<file path="config.mk">
export PLATFORM = sky130hd
export DESIGN_NAME = ysyx_23060042_lsu
export DESIGN_NICKNAME = d
export VERILOG_FILES = /design/src/rtl/ysyx_23060042_pkg.sv /design/src/rtl/ysyx_23060042_lsu_align.sv /design/src/rtl/ysyx_23060042_lsu.sv
export SDC_FILE = /design/constraint.sdc
export NUM_CORES = 1
export LEC_CHECK = 0
export ABC_AREA = 1
export BUFFER_PORTS_ARGS = -buffer_cell sky130_fd_sc_hd__buf_2
export CORE_MARGIN = 3
export CORE_UTILIZATION = 52
export DETAILED_ROUTE_END_ITERATION = 7
export PLACE_DENSITY = 0.92
export SLEW_MARGIN = 20
export SYNTH_ARGS = -nofsm -noshare
export SYNTH_HDL_FRONTEND = slang
export SYNTH_SLANG_ARGS = --single-unit
</file>
<file path="constraint.sdc">
create_clock -name clk -period 3.9 [get_ports clk]
set_input_delay 0.585 -clock clk [delete_from_list [all_inputs] [get_ports clk]]
set_output_delay 0.585 -clock clk [all_outputs]
set_load 0.005 [all_outputs]
</file>
<file path="src/rtl/ysyx_23060042_pkg.sv">
// Shared types and constants for the ysyx_23060042 load/store path.
package ysyx_23060042_pkg;

  // Access size as encoded by the decoder (funct3[1:0])
  typedef enum logic [1:0] {
    BYTE = 2'b00,
    HALF = 2'b01,
    WORD = 2'b10,
    ILL  = 2'b11
  } lsu_size_e;

  // LSU transaction states
  typedef enum logic [1:0] {
    IDLE = 2'b00,
    REQ  = 2'b01,
    WAIT = 2'b10,
    RESP = 2'b11
  } lsu_state_e;

  localparam logic [3:0] WMASK_ALL = 4'b1111;

endpackage

</file>
<file path="src/rtl/ysyx_23060042_lsu_align.sv">
// Combinational lane logic: misalign detection, store lane replication and
// byte mask, load extraction and sign/zero extension.
module ysyx_23060042_lsu_align
  import ysyx_23060042_pkg::*;
#(
  parameter int DW = 32
) (
  input  lsu_size_e         size,
  input  logic              is_unsigned,
  input  logic [1:0]        addr_lo,
  input  logic [DW-1:0]     wdata,
  input  logic [DW-1:0]     rdata,
  output logic              misalign,
  output logic [3:0]        wmask,
  output logic [DW-1:0]     wdata_al,
  output logic [DW-1:0]     rdata_ext
);

  logic [DW-1:0] shifted;

  // Misaligned half/word accesses and the reserved size are errors
  always_comb begin
    misalign = 1'b0;
    case (size)
      BYTE:    misalign = 1'b0;
      HALF:    misalign = addr_lo[0];
      WORD:    misalign = (addr_lo != 2'b00);
      default: misalign = 1'b1;
    endcase
  end

  // Store data replicated across lanes, mask selects the addressed lanes
  always_comb begin
    wmask    = '0;
    wdata_al = '0;
    case (size)
      BYTE: begin
        wmask    = 4'b0001 << addr_lo;
        wdata_al = {(DW/8){wdata[7:0]}};
      end
      HALF: begin
        wmask    = 4'b0011 << addr_lo;
        wdata_al = {(DW/16){wdata[15:0]}};
      end
      WORD: begin
        wmask    = WMASK_ALL;
        wdata_al = wdata;
      end
      default: begin
        wmask    = '0;
        wdata_al = '0;
      end
    endcase
  end

  assign shifted = rdata >> {addr_lo, 3'b000};

  // Load result: addressed lane moved to bit 0, then extended
  always_comb begin
    rdata_ext = '0;
    case (size)
      BYTE:    rdata_ext = {{(DW-8){shifted[7] & ~is_unsigned}}, shifted[7:0]};
      HALF:    rdata_ext = {{(DW-16){shifted[15] & ~is_unsigned}}, shifted[15:0]};
      WORD:    rdata_ext = shifted;
      default: rdata_ext = '0;
    endcase
  end

endmodule

</file>
<file path="src/rtl/ysyx_23060042_lsu.sv">
// Multi-cycle load/store unit: EXU request handshake, one data memory
// access, write-back response handshake. One transaction outstanding.
module ysyx_23060042_lsu
  import ysyx_23060042_pkg::*;
#(
  parameter int AW = 32,
  parameter int DW = 32
) (
  input  logic          clk,
  input  logic          rst,
  input  logic          req_valid,
  output logic          req_ready,
  input  logic          req_we,
  input  logic [1:0]    req_size,
  input  logic          req_unsigned,
  input  logic [AW-1:0] req_addr,
  input  logic [DW-1:0] req_wdata,
  output logic          mem_req_valid,
  input  logic          mem_req_ready,
  output logic [AW-1:0] mem_addr,
  output logic          mem_wen,
  output logic [3:0]    mem_wmask,
  output logic [DW-1:0] mem_wdata,
  input  logic          mem_rvalid,
  input  logic [DW-1:0] mem_rdata,
  output logic          resp_valid,
  input  logic          resp_ready,
  output logic [DW-1:0] resp_rdata,
  output logic          resp_err
);

  lsu_state_e    state, state_nx;

  logic          we_q;
  lsu_size_e     size_q;
  logic          uns_q;
  logic [AW-1:0] addr_q;
  logic [DW-1:0] wdata_q;
  logic          err_q;
  logic [DW-1:0] rdata_q;

  logic          idle;
  lsu_size_e     al_size;
  logic          al_uns;
  logic [1:0]    al_addr_lo;
  logic [DW-1:0] al_wdata_in;
  logic          al_misalign;
  logic [3:0]    al_wmask;
  logic [DW-1:0] al_wdata;
  logic [DW-1:0] al_rdata;

  assign idle = (state == IDLE);

  // A single align instance serves both the incoming request (misalign
  // check at accept time) and the latched request (REQ/WAIT datapath).
  assign al_size     = idle ? lsu_size_e'(req_size) : size_q;
  assign al_uns      = idle ? req_unsigned          : uns_q;
  assign al_addr_lo  = idle ? req_addr[1:0]         : addr_q[1:0];
  assign al_wdata_in = idle ? req_wdata             : wdata_q;

  ysyx_23060042_lsu_align #(
    .DW (DW)
  ) u_align (
    .size        (al_size),
    .is_unsigned (al_uns),
    .addr_lo     (al_addr_lo),
    .wdata       (al_wdata_in),
    .rdata       (mem_rdata),
    .misalign    (al_misalign),
    .wmask       (al_wmask),
    .wdata_al    (al_wdata),
    .rdata_ext   (al_rdata)
  );

  // State register
  always_ff @(posedge clk or posedge rst) begin
    if (rst) state <= IDLE;
    else     state <= state_nx;
  end

  // Next-state selection
  always_comb begin
    state_nx = state;
    case (state)
      IDLE: if (req_valid)     state_nx = al_misalign ? RESP : REQ;
      REQ:  if (mem_req_ready) state_nx = WAIT;
      WAIT: if (mem_rvalid)    state_nx = RESP;
      RESP: if (resp_ready)    state_nx = IDLE;
      default:                 state_nx = IDLE;
    endcase
  end

  // Request latch and result capture
  always_ff @(posedge clk or posedge rst) begin
    if (rst) begin
      we_q    <= 1'b0;
      size_q  <= BYTE;
      uns_q   <= 1'b0;
      addr_q  <= '0;
      wdata_q <= '0;
      err_q   <= 1'b0;
      rdata_q <= '0;
    end else begin
      case (state)
        IDLE: if (req_valid) begin
          we_q    <= req_we;
          size_q  <= lsu_size_e'(req_size);
          uns_q   <= req_unsigned;
          addr_q  <= req_addr;
          wdata_q <= req_wdata;
          err_q   <= al_misalign;
          rdata_q <= '0;
        end
        WAIT: if (mem_rvalid) begin
          rdata_q <= we_q ? '0 : al_rdata;
        end
        default: ;
      endcase
    end
  end

  // Outputs are driven only in their owning state so idle ports read zero
  always_comb begin
    req_ready     = (state == IDLE);
    mem_req_valid = (state == REQ);
    mem_addr      = '0;
    mem_wen       = 1'b0;
    mem_wmask     = '0;
    mem_wdata     = '0;
    resp_valid    = (state == RESP);
    resp_rdata    = '0;
    resp_err      = 1'b0;
    if (state == REQ) begin
      mem_addr = {addr_q[AW-1:2], 2'b00};
      if (we_q) begin
        mem_wen   = 1'b1;
        mem_wmask = al_wmask;
        mem_wdata = al_wdata;
      end
    end
    if (state == RESP) begin
      resp_rdata = rdata_q;
      resp_err   = err_q;
    end
  end

endmodule

</file>
* Yosys cells after proc, flatten, opt, wreduce, memory -nomap -nowiden *
Index checks and enable logic that the tools add are counted.

word-level totals
  register bits after elaboration = 103
  input port bits = 106

cells by class
  reduce and logical (&&, ||, !) cells = 7
  shift operators = 3
  mux-type cells = 27
  equality and inequality tests = 9
  bitwise gates (word level) = 3

operators by type and width
  cell                                                   count
  two-way mux 32 bit                                     8
  one-hot mux 32 bit (3 select lines)                    2
  one-hot mux 32 bit (2 select lines)                    1
  >> shifter 32 x 5 -> 32 bit                            1
  two-way mux 2 bit                                      7
  one-hot mux 4 bit (3 select lines)                     1
  two-way mux 4 bit                                      2
  one-hot mux 2 bit (4 select lines)                     1
  equality test 2 bit, second input constant             3
  equality test 2 x 1 -> 1 bit, second input constant    2
  zero test 2 bit                                        2
  two-way mux 1 bit                                      4
  inequality test 2 x 1 -> 1 bit, second input constant  2
  inequality test 2 bit, second input constant           2
  AND reduction 4 bit                                    1
  nonzero test 2 bit                                     2
  left shift 1 x 2 -> 4 bit, first input constant        1
  left shift 2 x 2 -> 4 bit, first input constant        1
  one-hot mux 1 bit (3 select lines)                     1
  AND reduction 3 bit                                    1
  bitwise AND 1 bit                                      2
  AND reduction 2 bit                                    1
  NOT 1 bit                                              1

* Logic depth before layout (Yosys ltp) *
  word-level depth = 8
  gate-level depth with buffers = 15
  depth with buffers taken out = 13

* Hierarchy *
A second synthesis with hierarchy kept.

second synthesis, totals
  cell total of the unflattened synthesis = 1,107
  area, all modules = 6,874.1 um^2

by module, submodules not included
  module                   sequential area each (um^2)  area an instance (um^2)  instances  cells an instance
  ysyx_23060042_lsu        2,577.5                      5,631.7                  1          828
  ysyx_23060042_lsu_align  0.0                          1,242.4                  1          279

* Least setup slack after synthesis *
OpenSTA, ideal clock, no wires.

  kind = reg-to-output
  start = register state[0]
  end = output port mem_wdata[16]
  setup slack = 1.635 ns
  data arrival time = 1.680 ns
  cell stages (with the launch flop) = 9
  data required time = 3.315 ns
  cells stage by stage = dfrtp_1 inv_1 ha_1 buf_4 buf_2 buf_4 buf_2 nor2_1 o31ai_1

on the way
  cells in the longest elaborated chain, start to end = 6
  elaborated cells between the ends (all ways) = 10
  those cells by class = eq/ne (3); mux (5); reduce/logical (2)

ends and longest elaborated chain
  item                                         line                           RTL
  start, declared                              ysyx_23060042_lsu.sv:32        lsu_state_e state, state_nx;
  start signal, assigned                       ysyx_23060042_lsu.sv:78        else state <= state_nx;
  zero test 2 bit *                            --
  via req_ready                                ysyx_23060042_lsu.sv:12        output logic req_ready,
  two-way mux 2 bit                            ysyx_23060042_lsu.sv:56        assign al_size = idle ? lsu_size_e'(req_size) : size_q;
  equality test 2 bit (tied with other cells)  ysyx_23060042_lsu_align.sv:36  case (size)
  one-hot mux 32 bit (3 select lines) *        ysyx_23060042_lsu_align.sv:36
  two-way mux 32 bit *                         ysyx_23060042_lsu.sv:135       if (we_q) begin
  two-way mux 32 bit *                         ysyx_23060042_lsu.sv:133       if (state == REQ) begin
  end, declared                                ysyx_23060042_lsu.sv:23        output logic [DW-1:0] mem_wdata,

The timed path passes the listed nets; every way through them passes the cells marked *.

* Final worst setup path *
  start = register state[0]
  end = output port mem_wdata[16]

on the way
  cells in the longest elaborated chain, start to end = 6
  elaborated cells between the ends (all ways) = 10
  those cells by class = eq/ne (3); mux (5); reduce/logical (2)

ends and longest elaborated chain
  item                                         line                           RTL
  zero test 2 bit                              ysyx_23060042_lsu.sv:52        assign idle = (state == IDLE);
  two-way mux 2 bit                            ysyx_23060042_lsu.sv:56
  equality test 2 bit (tied with other cells)  ysyx_23060042_lsu_align.sv:36
  one-hot mux 32 bit (3 select lines)          ysyx_23060042_lsu_align.sv:36
  two-way mux 32 bit                           ysyx_23060042_lsu.sv:135
  two-way mux 32 bit *                         ysyx_23060042_lsu.sv:133

Every way passes the cells marked *; elsewhere a longest branch is shown, timed or not.

==> out/metrics.csv <==
stage,metric,value,unit
setup_path,biggest cell delay along the critical path,0.41,ns
pwr,Sw Share,48.3,%
sta,slew margin rel.,28.2,%
logic_synthesis,"Primary FF master, synth",dfrtp_1,
clock_tree,cts repair resizes,0,
pwr,PwrDens,824,mW/mm^2
sta,"Hold Violations, Final",0,
sta,RSZ-0062 raised after global routing,false,
logic_synthesis,ys async rst share,100,%
pwr,sequential share of power,28.2,%
floorplan,row cnt,39,
clock_tree,CTS buffer count,9,
worst_hold_path,Hold Crit Class,in -> async,
floorplan,boundary pin count,211,
grt,GRT Total Usage,26.4,%
route,remaining routing DRC violations,0,
logic_synthesis,post-synthesis sequential area ratio,40.6,%
clock_tree,TritonCTS clock tree,built,
place,pre-CTS setup slack,0.940,ns
grt,initial antenna violation count,0,
setup_path,Critical-path top delay cell,dfrtp_1,
floorplan,die width,117,um
logic_synthesis,Compound-Gate Fraction of Synth Area,9.88,%
logic_synthesis,"flops & latches, synth",103,
sta,# setup viols final,0,
grt,first-pass GRT wire length,28400,um
route,Post-Route WL,18000,um
place,Final GP Congestion,0.956,
logic_synthesis,Area contributors post-synth,"dfrtp_1 41%, nand2_1 18%, inv_1 7.6%, mux2_2 6.6%, o21ai_0 4.5%",
logic_synthesis,most area-hungry cell type in the Yosys netlist,dfrtp_1,
logic_synthesis,mux contribution to synthesized area,6.56,%
setup_path,r2r setup slk,1.00,ns
clock_tree,Post-CTS Setup Inserts,0,
sta,Hold WS,0.300,ns
cells_and_area,Non-Filler Instances,1204,
route,Initial DRC Count,668,
logic_synthesis,Post-synth EDFFs,0,
grt,"Remaining Overflow, GRT",0,
floorplan,DIE HEIGHT,117,um
setup_path,WS Path Type,reg -> out,
logic_synthesis,share of the synthesized area in the top cell type,40.6,%
floorplan,die area,0.0136,sq mm
cells_and_area,area of the multi-input gates,0.00300,sq mm
clock_tree,CTS hold repair buffers,0,
place,Detail Placement HPWL,13300,um
cells_and_area,synthesis-to-finish area growth,20.1,%
logic_synthesis,combinational family with the most area after synthesis,simple AND/OR/NAND/NOR gates,
pwr,VDD IR-drop max,0.000441,V
logic_synthesis,syn avg cell area,7.22,sq um
pwr,Internal Power,3250,uW
sta,final worst-path cycle share,86.0,%
setup_path,Setup crit end kind,output pin,
sta,Clock Skews,0.00612,ns
sta,Pins Over Slew Limit,0,
flow_run,max_cap viols,0,
cells_and_area,# nets final,1166,
setup_path,CP bufs+invs,4,
cells_and_area,share of layout cells above drive strength 1,28.3,%
setup_path,CP required,3.31,ns
logic_synthesis,Yosys cell types,33,
sta,Post-Route Setup TNS,0,ns
status,status,completed,
route,via count,6334,
grt,vias in the first global route,5886,
route,first-pass detailed-route iteration total,5,
grt,maximum number of pins on one net before global-route repair,102,
pwr,Clk pwr share,13.3,%
logic_synthesis,Post-Synth Adder-Cell Area,0.787,%
route,post-DR wirelength/cell,14.9,um
sta,Worst Tran Pin Value,1.08,ns
pwr,Combinational Power Share,58.5,%
floorplan,Initial Util,54.5,%
sta,fin worst setup slack,0.545,ns
place,dpl cells,1188,
setup_path,arrival time at the worst endpoint,2.77,ns
setup_path,"CP delay by family, top",simple AND/OR/NAND/NOR gates,
clock_tree,clk slew on worst S/H paths,0.07,ns
sta,post-layout min period,3.36,ns
route,Final ANT Viol Nets,0,
logic_synthesis,YS warnings,0,
clock_tree,root buffer cell,clkbuf_16,
floorplan,CORE AREA,0.0117,sq mm
setup_path,crit path cell chain,"inv_1, ha_2, buf_4, nand2_1, nand2_8, nor2_8, nor2_8, inv_2, nor2_2, nand2_1, o31ai_1, buf_2",
clock_tree,CTS max path bufs,2,
logic_synthesis,Post-Synth XOR/XNOR Area,0,%
cells_and_area,FILL cells,1018,
setup_path,worst-path fanout max,41,
logic_synthesis,Synth Cell Area,0.00636,sq mm
logic_synthesis,cell count after synthesis,880,
pwr,Lkg Pwr,0.00480,uW
place,IO Port Bufs,208,
logic_synthesis,Post-Synth Simple-Gate Area,29.7,%
sta,f_max,298,MHz
clock_tree,number of clock sinks,103,
clock_tree,Clock Latency Late Sink,0.35,ns
clock_tree,H-tree lvl count,3,
route,Vias per Instance,5.26,
pwr,Psw,3040,uW
setup_path,startpoint types,register,
cells_and_area,Sequential Area,0.00258,sq mm
==> flip-flops by register name, indices dropped and copies added, names as in the netlist <==
signal / flops
we_q: 1
wdata_q: 32
uns_q: 1
addr_q: 32
size_q: 2
state: 2
rdata_q: 32
err_q: 1
==> cell families (layout without fill, tap and decap cells) <==
group	Yosys count	after routing
fa+ha+maj	4	4
other cells	1	3
mux	37	37
buf+inv	187	366
simple gates	433	433
flops	103	103
compound gates	115	115
==> worst register-to-register path, delay by kind of cell, from the launching register on <==
kind,cells,cell delay [ns]
DFF,1,0.41
and+or+nand+nor,8,1.78
adders and majority gates,1,0.20
buffers and inverters,2,0.46
==> routing by layer <==
layer | up-vias | routed length (um) | track usage [%]
met4 | 0 | 367 | 7.80
li1 | 3069 | - | -
met1 | 2932 | 7480 | 33.6
met2 | 301 | 8530 | 43.8
met3 | 32 | 1600 | 8.03
met5 | - | 0 | 0
==> final timing paths <==
check / from / to / depth (start not counted)
max: state[0] / mem_wdata[16] / 12
min: rst / addr_q[9] / 2
max reg2reg: state[0] / rdata_q[14] / 11
min reg2reg: rdata_q[1] / rdata_q[1] / 2
max in group asynchronous: rst / addr_q[23] / 3
min in group clk: req_addr[29] / addr_q[29] / 2
==> power by group through the flow <==
stage	logic, uW	registers (uW)	clock network (uW)
finish	3680	1780	838
global route	4130	1820	895
CTS	3660	1770	855
detailed placement	3640	1790	0
global placement	3560	1760	0
floorplan	2800	1720	0
==> synthesized netlist by cell type, types with 2 or more instances <==
| cell type | instances |
|---|---|
| buf_4 | 6 |
| nand2_1 | 304 |
| nor2_8 | 3 |
| buf_2 | 23 |
| nand4_1 | 8 |
| dfrtp_1 | 103 |
| nor2_2 | 8 |
| nand3_1 | 49 |
| buf_1 | 4 |
| clkbuf_1 | 15 |
| nor2_1 | 48 |
| nor3_4 | 2 |
| o31ai_1 | 6 |
| o21ai_0 | 57 |
| o211ai_1 | 13 |
| inv_2 | 5 |
| mux2_2 | 37 |
| a21oi_1 | 31 |
| nand2_4 | 5 |
| buf_6 | 4 |
| inv_1 | 129 |
| o21ai_1 | 6 |
| ha_1 | 4 |
==> cells in the final DEF, fill, tap and decap left out <==
cell	instances
buf_4	9
nor3_1	1
buf_2	208
nand2_1	303
nand4_1	8
nand3_1	49
nand2_4	6
inv_2	5
nor2_4	1
nand3_2	1
inv_4	1
or2_2	1
inv_1	128
inv_6	1
mux2_2	37
ha_2	1
nor2_1	48
o21ai_1	6
clkbuf_1	1
clkinvlp_4	1
clkinv_2	2
o31ai_1	6
nor2_8	3
nand3_4	1
diode_2	1
o22ai_1	1
clkbuf_16	9
nor3_4	2
dfrtp_1	103
a21oi_1	31
o21ai_2	1
clkinv_4	1
o21ai_0	57
nor2_2	8
o211ai_1	13
ha_1	3
nand2_8	1
conb_1	2
==> through the flow <==
step | util (%) | power, uW | cell area [sq um]
finish | 65.5 | 6290 | 7630
global route | 65.4 | 6850 | 7630
CTS | 65.4 | 6290 | 7630
detailed placement | 63.2 | 5430 | 7370
global placement | 63.2 | 5320 | 7370
floorplan | - | 4510 | 6360
==> final cells by class <==
| class | count | area share (%) |
|---|---|---|
| clock buffer | 10 | 3.00 |
| antenna | 1 | 0.0328 |
| inverter | 134 | 6.62 |
| sequential | 103 | 33.8 |
| tap | 143 | 2.34 |
| timing repair buffer | 217 | 14.5 |
| multi-input combinational | 591 | 39.3 |
| clock inverter | 5 | 0.459 |
(Power assumes the default switching activity.)
